File: config.mk
export PLATFORM = sky130hd
export DESIGN_NAME = framebuffer_mig_arbiter
export DESIGN_NICKNAME = d
export VERILOG_FILES = /design/src/rtl/framebuffer_mig_arbiter.sv
export SDC_FILE = /design/constraint.sdc
export NUM_CORES = 2
export LEC_CHECK = 0
export CORE_AREA = 3 3 397 399
export CTS_BUF_LIST = sky130_fd_sc_hd__clkbuf_8 sky130_fd_sc_hd__clkbuf_16
export CTS_CLUSTER_DIAMETER = 60
export DETAILED_ROUTE_END_ITERATION = 10
export DIE_AREA = 0 0 400 402
export DONT_BUFFER_PORTS = 1
export PLACE_DENSITY_LB_ADDON = 0.3
export SETUP_SLACK_MARGIN = 0.05
export SLEW_MARGIN = 20
export SYNTH_ARGS = -nofsm -noshare
export SYNTH_HDL_FRONTEND = slang
export SYNTH_SLANG_ARGS = --single-unit
File: constraint.sdc
create_clock -name clk_in -period 4.1 [get_ports clk_in]
set_input_delay 0.41 -clock clk_in [delete_from_list [all_inputs] [get_ports clk_in]]
set_output_delay 0.41 -clock clk_in [all_outputs]
set_load 0.05 [all_outputs]
File: src/rtl/framebuffer_mig_arbiter.sv
// Arbitrates one MIG app_* port between the camera write stream and the display read stream.
// Read returns land in a credit-limited buffer, so MIG read data is never dropped.
module framebuffer_mig_arbiter #(
    parameter int FRAME_PHRASES = 9600,
    parameter int ADDR_STRIDE   = 8,
    parameter int RD_DEPTH      = 16
) (
    input  logic         clk_in,
    input  logic         rst_n_in,
    input  logic         calib_in,
    input  logic         wr_valid_in,
    output logic         wr_ready_out,
    input  logic [127:0] wr_data_in,
    input  logic         wr_tuser_in,
    output logic         rd_valid_out,
    input  logic         rd_ready_in,
    output logic [127:0] rd_data_out,
    output logic         rd_tuser_out,
    output logic [26:0]  app_addr,
    output logic [2:0]   app_cmd,
    output logic         app_en,
    input  logic         app_rdy,
    output logic [127:0] app_wdf_data,
    output logic         app_wdf_wren,
    output logic         app_wdf_end,
    output logic [15:0]  app_wdf_mask,
    input  logic         app_wdf_rdy,
    input  logic [127:0] app_rd_data,
    input  logic         app_rd_data_valid
);
    localparam int IDX_W = $clog2(FRAME_PHRASES);
    localparam int CNT_W = $clog2(RD_DEPTH) + 1;
    localparam int PTR_W = $clog2(RD_DEPTH);
    localparam logic [IDX_W-1:0] LAST_IDX = IDX_W'(FRAME_PHRASES - 1);

    typedef enum logic [1:0] {WAIT_CAL, ARB, WR, RD} state_t;

    state_t             state_reg;
    logic [IDX_W-1:0]   wr_idx_reg, rd_idx_reg, wr_index;
    logic               frame_ready_reg, wrote_any_reg, last_grant_rd_reg;
    logic [CNT_W-1:0]   outstanding_reg, occupancy_reg;
    logic [CNT_W:0]     credit_used;
    logic [PTR_W-1:0]   tag_wr_ptr_reg, tag_rd_ptr_reg, buf_wr_ptr_reg, buf_rd_ptr_reg;
    logic               tag_mem [RD_DEPTH];
    logic [128:0]       buf_mem [RD_DEPTH];
    logic               wr_req, rd_req, arb_ok, grant_wr, grant_rd;
    logic               cmd_done, data_done, rd_push, rd_pop;

    function automatic logic [26:0] idx_addr(input logic [IDX_W-1:0] idx);
        return 27'(idx) * 27'(ADDR_STRIDE);
    endfunction

    // Buffered phrases plus reads still in flight must never exceed the buffer depth.
    assign credit_used = {1'b0, outstanding_reg} + {1'b0, occupancy_reg};
    assign wr_req      = wr_valid_in;
    assign rd_req      = frame_ready_reg && (credit_used < (CNT_W+1)'(RD_DEPTH));
    assign arb_ok      = (state_reg == ARB) && calib_in;
    assign grant_wr    = arb_ok && wr_req && (!rd_req || last_grant_rd_reg);
    assign grant_rd    = arb_ok && rd_req && !grant_wr;
    assign wr_index    = wr_tuser_in ? '0 : wr_idx_reg;

    assign cmd_done    = !app_en || app_rdy;
    assign data_done   = !app_wdf_wren || app_wdf_rdy;
    assign rd_push     = app_rd_data_valid;
    assign rd_pop      = rd_valid_out && rd_ready_in;

    assign wr_ready_out = grant_wr;
    assign rd_valid_out = (occupancy_reg != '0);
    assign rd_data_out  = rd_valid_out ? buf_mem[buf_rd_ptr_reg][127:0] : '0;
    assign rd_tuser_out = rd_valid_out ? buf_mem[buf_rd_ptr_reg][128] : 1'b0;
    assign app_wdf_end  = app_wdf_wren;
    assign app_wdf_mask = '0;

    // Storage arrays carry no reset; validity comes from the pointers and counters.
    always_ff @(posedge clk_in) begin
        if (grant_rd)
            tag_mem[tag_wr_ptr_reg] <= (rd_idx_reg == '0);
        if (rd_push)
            buf_mem[buf_wr_ptr_reg] <= {tag_mem[tag_rd_ptr_reg], app_rd_data};
    end

    always_ff @(posedge clk_in or negedge rst_n_in) begin
        if (!rst_n_in) begin
            outstanding_reg <= '0;
            occupancy_reg   <= '0;
            tag_wr_ptr_reg  <= '0;
            tag_rd_ptr_reg  <= '0;
            buf_wr_ptr_reg  <= '0;
            buf_rd_ptr_reg  <= '0;
        end else begin
            outstanding_reg <= outstanding_reg + CNT_W'(grant_rd) - CNT_W'(rd_push);
            occupancy_reg   <= occupancy_reg + CNT_W'(rd_push) - CNT_W'(rd_pop);
            if (grant_rd)
                tag_wr_ptr_reg <= tag_wr_ptr_reg + PTR_W'(1);
            if (rd_push) begin
                tag_rd_ptr_reg <= tag_rd_ptr_reg + PTR_W'(1);
                buf_wr_ptr_reg <= buf_wr_ptr_reg + PTR_W'(1);
            end
            if (rd_pop)
                buf_rd_ptr_reg <= buf_rd_ptr_reg + PTR_W'(1);
        end
    end

    always_ff @(posedge clk_in or negedge rst_n_in) begin
        if (!rst_n_in) begin
            state_reg         <= WAIT_CAL;
            wr_idx_reg        <= '0;
            rd_idx_reg        <= '0;
            frame_ready_reg   <= 1'b0;
            wrote_any_reg     <= 1'b0;
            last_grant_rd_reg <= 1'b1;
            app_addr          <= '0;
            app_cmd           <= '0;
            app_en            <= 1'b0;
            app_wdf_wren      <= 1'b0;
            app_wdf_data      <= '0;
        end else begin
            case (state_reg)
                WAIT_CAL: begin
                    if (calib_in)
                        state_reg <= ARB;
                end
                ARB: begin
                    if (!calib_in) begin
                        state_reg <= WAIT_CAL;
                    end else if (grant_wr) begin
                        app_addr          <= idx_addr(wr_index);
                        app_cmd           <= 3'b000;
                        app_en            <= 1'b1;
                        app_wdf_wren      <= 1'b1;
                        app_wdf_data      <= wr_data_in;
                        wr_idx_reg        <= (wr_index == LAST_IDX) ? '0 : wr_index + IDX_W'(1);
                        wrote_any_reg     <= 1'b1;
                        last_grant_rd_reg <= 1'b0;
                        // A completed frame is either a natural wrap or a new frame start.
                        if ((wr_index == LAST_IDX) || (wr_tuser_in && wrote_any_reg))
                            frame_ready_reg <= 1'b1;
                        state_reg <= WR;
                    end else if (grant_rd) begin
                        app_addr          <= idx_addr(rd_idx_reg);
                        app_cmd           <= 3'b001;
                        app_en            <= 1'b1;
                        rd_idx_reg        <= (rd_idx_reg == LAST_IDX) ? '0 : rd_idx_reg + IDX_W'(1);
                        last_grant_rd_reg <= 1'b1;
                        state_reg         <= RD;
                    end
                end
                WR: begin
                    if (app_en && app_rdy)
                        app_en <= 1'b0;
                    if (app_wdf_wren && app_wdf_rdy)
                        app_wdf_wren <= 1'b0;
                    if (cmd_done && data_done)
                        state_reg <= calib_in ? ARB : WAIT_CAL;
                end
                RD: begin
                    if (app_rdy) begin
                        app_en    <= 1'b0;
                        state_reg <= calib_in ? ARB : WAIT_CAL;
                    end
                end
                default: state_reg <= WAIT_CAL;
            endcase
        end
    end
endmodule

Word level (Yosys, flattened, before mapping):

Memory sizes are Yosys's and may differ from the RTL's.
Index checks and enable logic that the tools add are counted.

* $add $sub $neg: 11
* magnitude comparators: 1
* equal/unequal tests: 14
* muxes and demuxes: 32
* bitwise gates (word level): 1
* reduce and logical (&&, ||, !) cells: 32

Operators with widths (number)
* 2-to-1 mux 128 bit: 1
* 2-to-1 mux 27 bit: 2
* 2-to-1 mux 14 bit: 3
* adder 14 x 1 -> 14 bit, second input constant: 2
* equality test 14 bit, second input constant: 2
* adder 4 x 1 -> 4 bit, second input constant: 4
* AND reduction 4 bit: 4
* 2-to-1 mux 1 bit: 15
* logical NOT 14 bit: 1
* inequality test 2 bit, second input constant: 7
* 2-to-1 mux 2 bit: 6
* logical AND 1 bit: 11
* adder 5 x 1 -> 5 bit: 2
* subtractor 5 x 1 -> 5 bit: 2
* case mux 2 bit (4 select lines): 1
* adder 5 x 5 -> 6 bit: 1
* < comparator 6 x 5 -> 1 bit, second input constant: 1
* 2-to-1 mux 3 bit: 2
* AND reduction 3 bit: 2
* AND reduction 5 bit: 1
* nonzero test 5 bit: 1
* equality test 2 bit, second input constant: 2
* logical NOT 1 bit: 4
* logical OR 1 bit: 4
* other kinds (9): 10

* bits in registers: 219
* bits in writable memories: 2080
* bits of input ports: 265
* logic and storage cells: 110
* memories kept: 2

Memories
* buf_mem: words 16, width 129, read ports 1, clocked after memory_dff 0, write ports 1, line 45 `logic [128:0] buf_mem [RD_DEPTH];`
* tag_mem: words 16, width 1, read ports 1, clocked after memory_dff 0, write ports 1, line 44 `logic tag_mem [RD_DEPTH];`

Longest topological paths before layout:

* depth after elaboration: 12
* depth in mapped cells: 15

Worst setup path before layout:

OpenSTA, ideal clock, no wires.

* path kind: input to register
* start point: input app_rd_data_valid
* end point: memory buf_mem[10][0], enable pin
* library setup time: 0.504 ns
* arrival time: 3.922 ns
* setup slack: -0.326 ns
* stages: 4
* buffers on the path: 1
* path through: clkbuf_1 nand2_1 nor2_1 and2_1

* longest elaborated chain between the ends: 2

RTL lines
* start: declaration: line 29 `input logic app_rd_data_valid`
* 2-to-1 mux 1 bit: line 78 `if (rd_push)`
* 2-to-1 mux 1 bit (not written as such): line 79 `buf_mem[buf_wr_ptr_reg] <= {tag_mem[tag_rd_ptr_reg], app_rd_data};`
* end: declaration: line 45

Every way passes these cells.

Final worst setup path:

* start point: register occupancy_reg[2]
* end point: output rd_data_out[28]

* longest elaborated chain between the ends: 2

RTL lines
* start: declaration: line 41 `logic [CNT_W-1:0] outstanding_reg, occupancy_reg;`
* start signal: assignment: line 92 `occupancy_reg <= occupancy_reg + CNT_W'(rd_push) - CNT_W'(rd_pop);`
* nonzero test 5 bit: line 68 `assign rd_valid_out = (occupancy_reg != '0);`
* 2-to-1 mux 128 bit: line 69 `assign rd_data_out = rd_valid_out ? buf_mem[buf_rd_ptr_reg][127:0] : '0;`
* end: declaration: line 17 `output logic [127:0] rd_data_out,`

Every way passes these cells.

==> metrics list <==
- The max-slew violation count is 0.
* Number of synthesized flops with an enable pin: 2080
- First-pass detailed-route iteration total: 8
* Achievable Freq: 0.262 GHz
- Post-synthesis cell type count: 58
- Total number of yosys warnings: 0
- Yosys top cell area share: 0.712
* Hold violation count in the final report: 204
* Crit path launch type: flop
- 573 I/O pins were placed.
* Post-synth top area cell: sky130_fd_sc_hd__edfxtp_1
- Across every metal layer, demand over resource in global routing totals 0.257.
* Sink count of the clock tree: 2284
- Internal power contribution: 49200 uW
- Crit path capture type: primary output
* Std-Cell Rows: 144
* Share of total power in sequential cells: 0.415
- Worst path setup slack after routing: 0.289 ns
* List of most frequent post-synthesis cells: sky130_fd_sc_hd__edfxtp_1 (2080), sky130_fd_sc_hd__mux4_2 (521), sky130_fd_sc_hd__nand2_1 (417)
- # setup viols final: 0
- Proportion of synthesized chip area in sequential cells: 0.770
- Detailed-route DRC error count: 0
* Final standard cell area without fillers: 102000 um^2
* Worst-case setup slack after placement: 1.00 ns
- For the pin with the worst max-slew slack, the measured transition is 1.06 ns.
* Post-layout nets: 4992
- Die extent in y: 402 um
* Routability cong.: 0.890
- Final critical-path required period: 3.81 ns
- From synthesis to final layout, the design area changed by 15.8%.
* Via count of the routed design: 43490
- In this run the worst path has a maximum fanout of 70.
- The synthesized design contains 2284 register bits.
- After clock tree synthesis, the clock-pin slew on the worst setup and hold paths is 0.06 ns.
- Of the available clock period, the critical path in the final layout requires 0.930.
* Antenna-violating nets left: 0
- Clock skew: 0.0335 ns
- Number of max-cap violations: 0
* Clock power share: 0.250
* Class of the most critical setup path: flop to primary output
* Result of the run: complete, but fails checks
* Relative contribution of combinational cells to total power: 0.335
- Arrival time at the worst endpoint: 3.40 ns
* Via count of the first global-routing pass: 44289
- After technology mapping, the gate count stands at 4175.
* Net Sw Frac: 0.363
- Once the clock tree was built, the resizer swapped 0 gates to a different size.
- Synth async-reset ratio: 0.0893
- Power spread over the standard cell area amounts to 759 nW/um^2.
* Worst Hold Class: input pin to async pin
* Violations in the final reports: hold timing
- Largest buffer count on any clock path: 3
- Headroom to the max-slew limit: 0.288
* Reg2reg setup slack: 0.93 ns
- The floorplan step defined a core boundary enclosing 154000 um^2.
- Fraction of layout instances using a drive strength above 1: 0.229
* Ranking of synthesized cells by area: sky130_fd_sc_hd__edfxtp_1 (71%), sky130_fd_sc_hd__mux4_2 (13%), sky130_fd_sc_hd__dfrtp_1 (5.8%)
* Buffer cell driving the clock tree root: sky130_fd_sc_hd__clkbuf_16
- Starting utilization of the core area: 0.569
- Req. time, crit path: 3.69 ns
- sky130_fd_sc_hd__edfxtp_1 is the most common cell in the netlist.
- The H-tree was split into 4 levels.
- For this design the total switching power over the nets is 28000 uW.
- Number of input and output port buffers inserted: 0
- Across the VDD grid, the largest voltage drop is 659 uV.
- Antenna violations before repair: 48
* Number of flip-flops in the largest register: 2064
- The average instance in the mapped netlist occupies 21.0 um^2.
* Global-route wire length before repair: 302 mm
- Summing every instance area after synthesis gives 87800 um^2.
- Hpwl dp: 114 mm
- Routed len/inst: 29.6 um
- P_leak: 0.0347 uW
- Later-pin clock latency in the skew report: 0.83 ns
- Entering global routing, the biggest net connects 205 pins.
* Detailed Route Iter0 Violations: 4456
* Biggest register: buf_mem
* Congestion Overflow GR: 0
- The die covers 161000 um^2.
* Biggest regs: buf_mem x2064, app_wdf_data x128, tag_mem x16
* Placed inst area: 91900 um^2
* Worst hold slack after final layout: -0.729 ns
- Routed vias/inst: 6.25
* Number of buffers inserted for hold repair after clock tree synthesis: 265
- Unrepaired setup endpoints after global routing: no
- WL final: 206 mm
* TNS Setup: 0 ns
- Synth Flop Type: sky130_fd_sc_hd__edfxtp_1
- Horizontal extent of the die: 400 um
* CTS tree: done
- Clock tree synthesis inserted a total of 215 buffers.
[critical path, stage by stage, from the launching register on]
cell	delay, ns
sky130_fd_sc_hd__dfrtp_1	0.41
sky130_fd_sc_hd__inv_1	0.09
sky130_fd_sc_hd__ha_1	0.14
sky130_fd_sc_hd__nand3_1	0.28
sky130_fd_sc_hd__nand2_4	0.38
sky130_fd_sc_hd__buf_12	0.49
sky130_fd_sc_hd__o22ai_1	0.38
sky130_fd_sc_hd__buf_4	0.30
[cells by family (layout without fill, tap and decap cells)]
group                      after synthesis  count (layout)  synth area share
DFF                                   2284            2284             0.770
buffers and inverters                  289             962            0.0160
muxes                                  786             786             0.164
other                                    1              69         0.0000427
and+or+nand+nor                        550             550            0.0272
xor gates and xnor gates                26              26           0.00259
AOI/OAI and AO/OA                      209             209            0.0158
adders and majority gates               30              30           0.00445
[power by group through the flow]
stage | Sequential [uW] | Clock (uW) | Combinational (uW)
after detailed placement | 32500 | 0 | 25400
after global routing | 32200 | 20500 | 27400
final | 32000 | 19300 | 25800
after floorplan | 31900 | 0 | 18200
after global placement | 32400 | 0 | 25200
after CTS | 32000 | 19600 | 26000
[timing repair]
action / 4_1_cts / 5_1_grt
setup buffers: 0 / 5
endpoints found under the hold margin: 2429 / 204
setup endpoints to repair: 0 / 1
[path summary, 6_finish.rpt]
kind	startpoint	end	cells past startpoint
max	occupancy_reg[2]	rd_data_out[28]	7
min in group clk_in	wr_valid_in	rd_idx_reg[5]	4
max in group asynchronous	rst_n_in	buf_rd_ptr_reg[0]	0
max reg2reg	occupancy_reg[4]	outstanding_reg[4]	14
min reg2reg	wrote_any_reg	wrote_any_reg	1
min	rst_n_in	app_wdf_data[124]	0
[routing by layer]
layer | vias to the layer above | global-route usage | routed length, um
li1 | 18068 | - | -
met1 | 23017 | 0.353 | 79300
met2 | 2013 | 0.421 | 104000
met3 | 372 | 0.0544 | 17100
met4 | 20 | 0.0738 | 5260
met5 | - | 0 | 130
[cell type report]
cell class                 instances  area [um^2]
antenna                           38         95.1
clock buffer                     217         5420
clock inverter                   181         1490
fill                            9699        52600
inverter                          34          130
multi-input combinational       1632        19000
sequential                      2284        67600
tap                             2044         2560
timing repair buffer             530         5380
[stage by stage]
step / power (uW) / instances / utilization / hold slack (ns)
final: 77100 / 6960 / 0.659 / -0.729
after global routing: 80100 / 6949 / 0.659 / -0.788
after CTS: 77600 / 6917 / 0.658 / -0.785
after detailed placement: 57900 / 6254 / 0.596 / 0.121
after global placement: 57500 / 6254 / 0.596 / 0.121
after floorplan: 50000 / 4205 / - / 0.114
[layout by cell type, fill, tap and decap left out, types with 51 or more instances in the layout]
cell / synthesis / layout
sky130_fd_sc_hd__edfxtp_1: 2080 / 2080
sky130_fd_sc_hd__mux4_2: 521 / 521
sky130_fd_sc_hd__nand2_1: 417 / 416
sky130_fd_sc_hd__dlygate4sd3_1: 0 / 265
sky130_fd_sc_hd__mux2i_1: 262 / 262
sky130_fd_sc_hd__clkbuf_16: 0 / 216
sky130_fd_sc_hd__buf_4: 36 / 206
sky130_fd_sc_hd__dfrtp_1: 203 / 200
sky130_fd_sc_hd__o22ai_1: 130 / 129
sky130_fd_sc_hd__inv_1: 33 / 82
sky130_fd_sc_hd__buf_12: 0 / 59
sky130_fd_sc_hd__clkinv_1: 0 / 51
No activity file was read; power rests on OpenSTA's default activity.
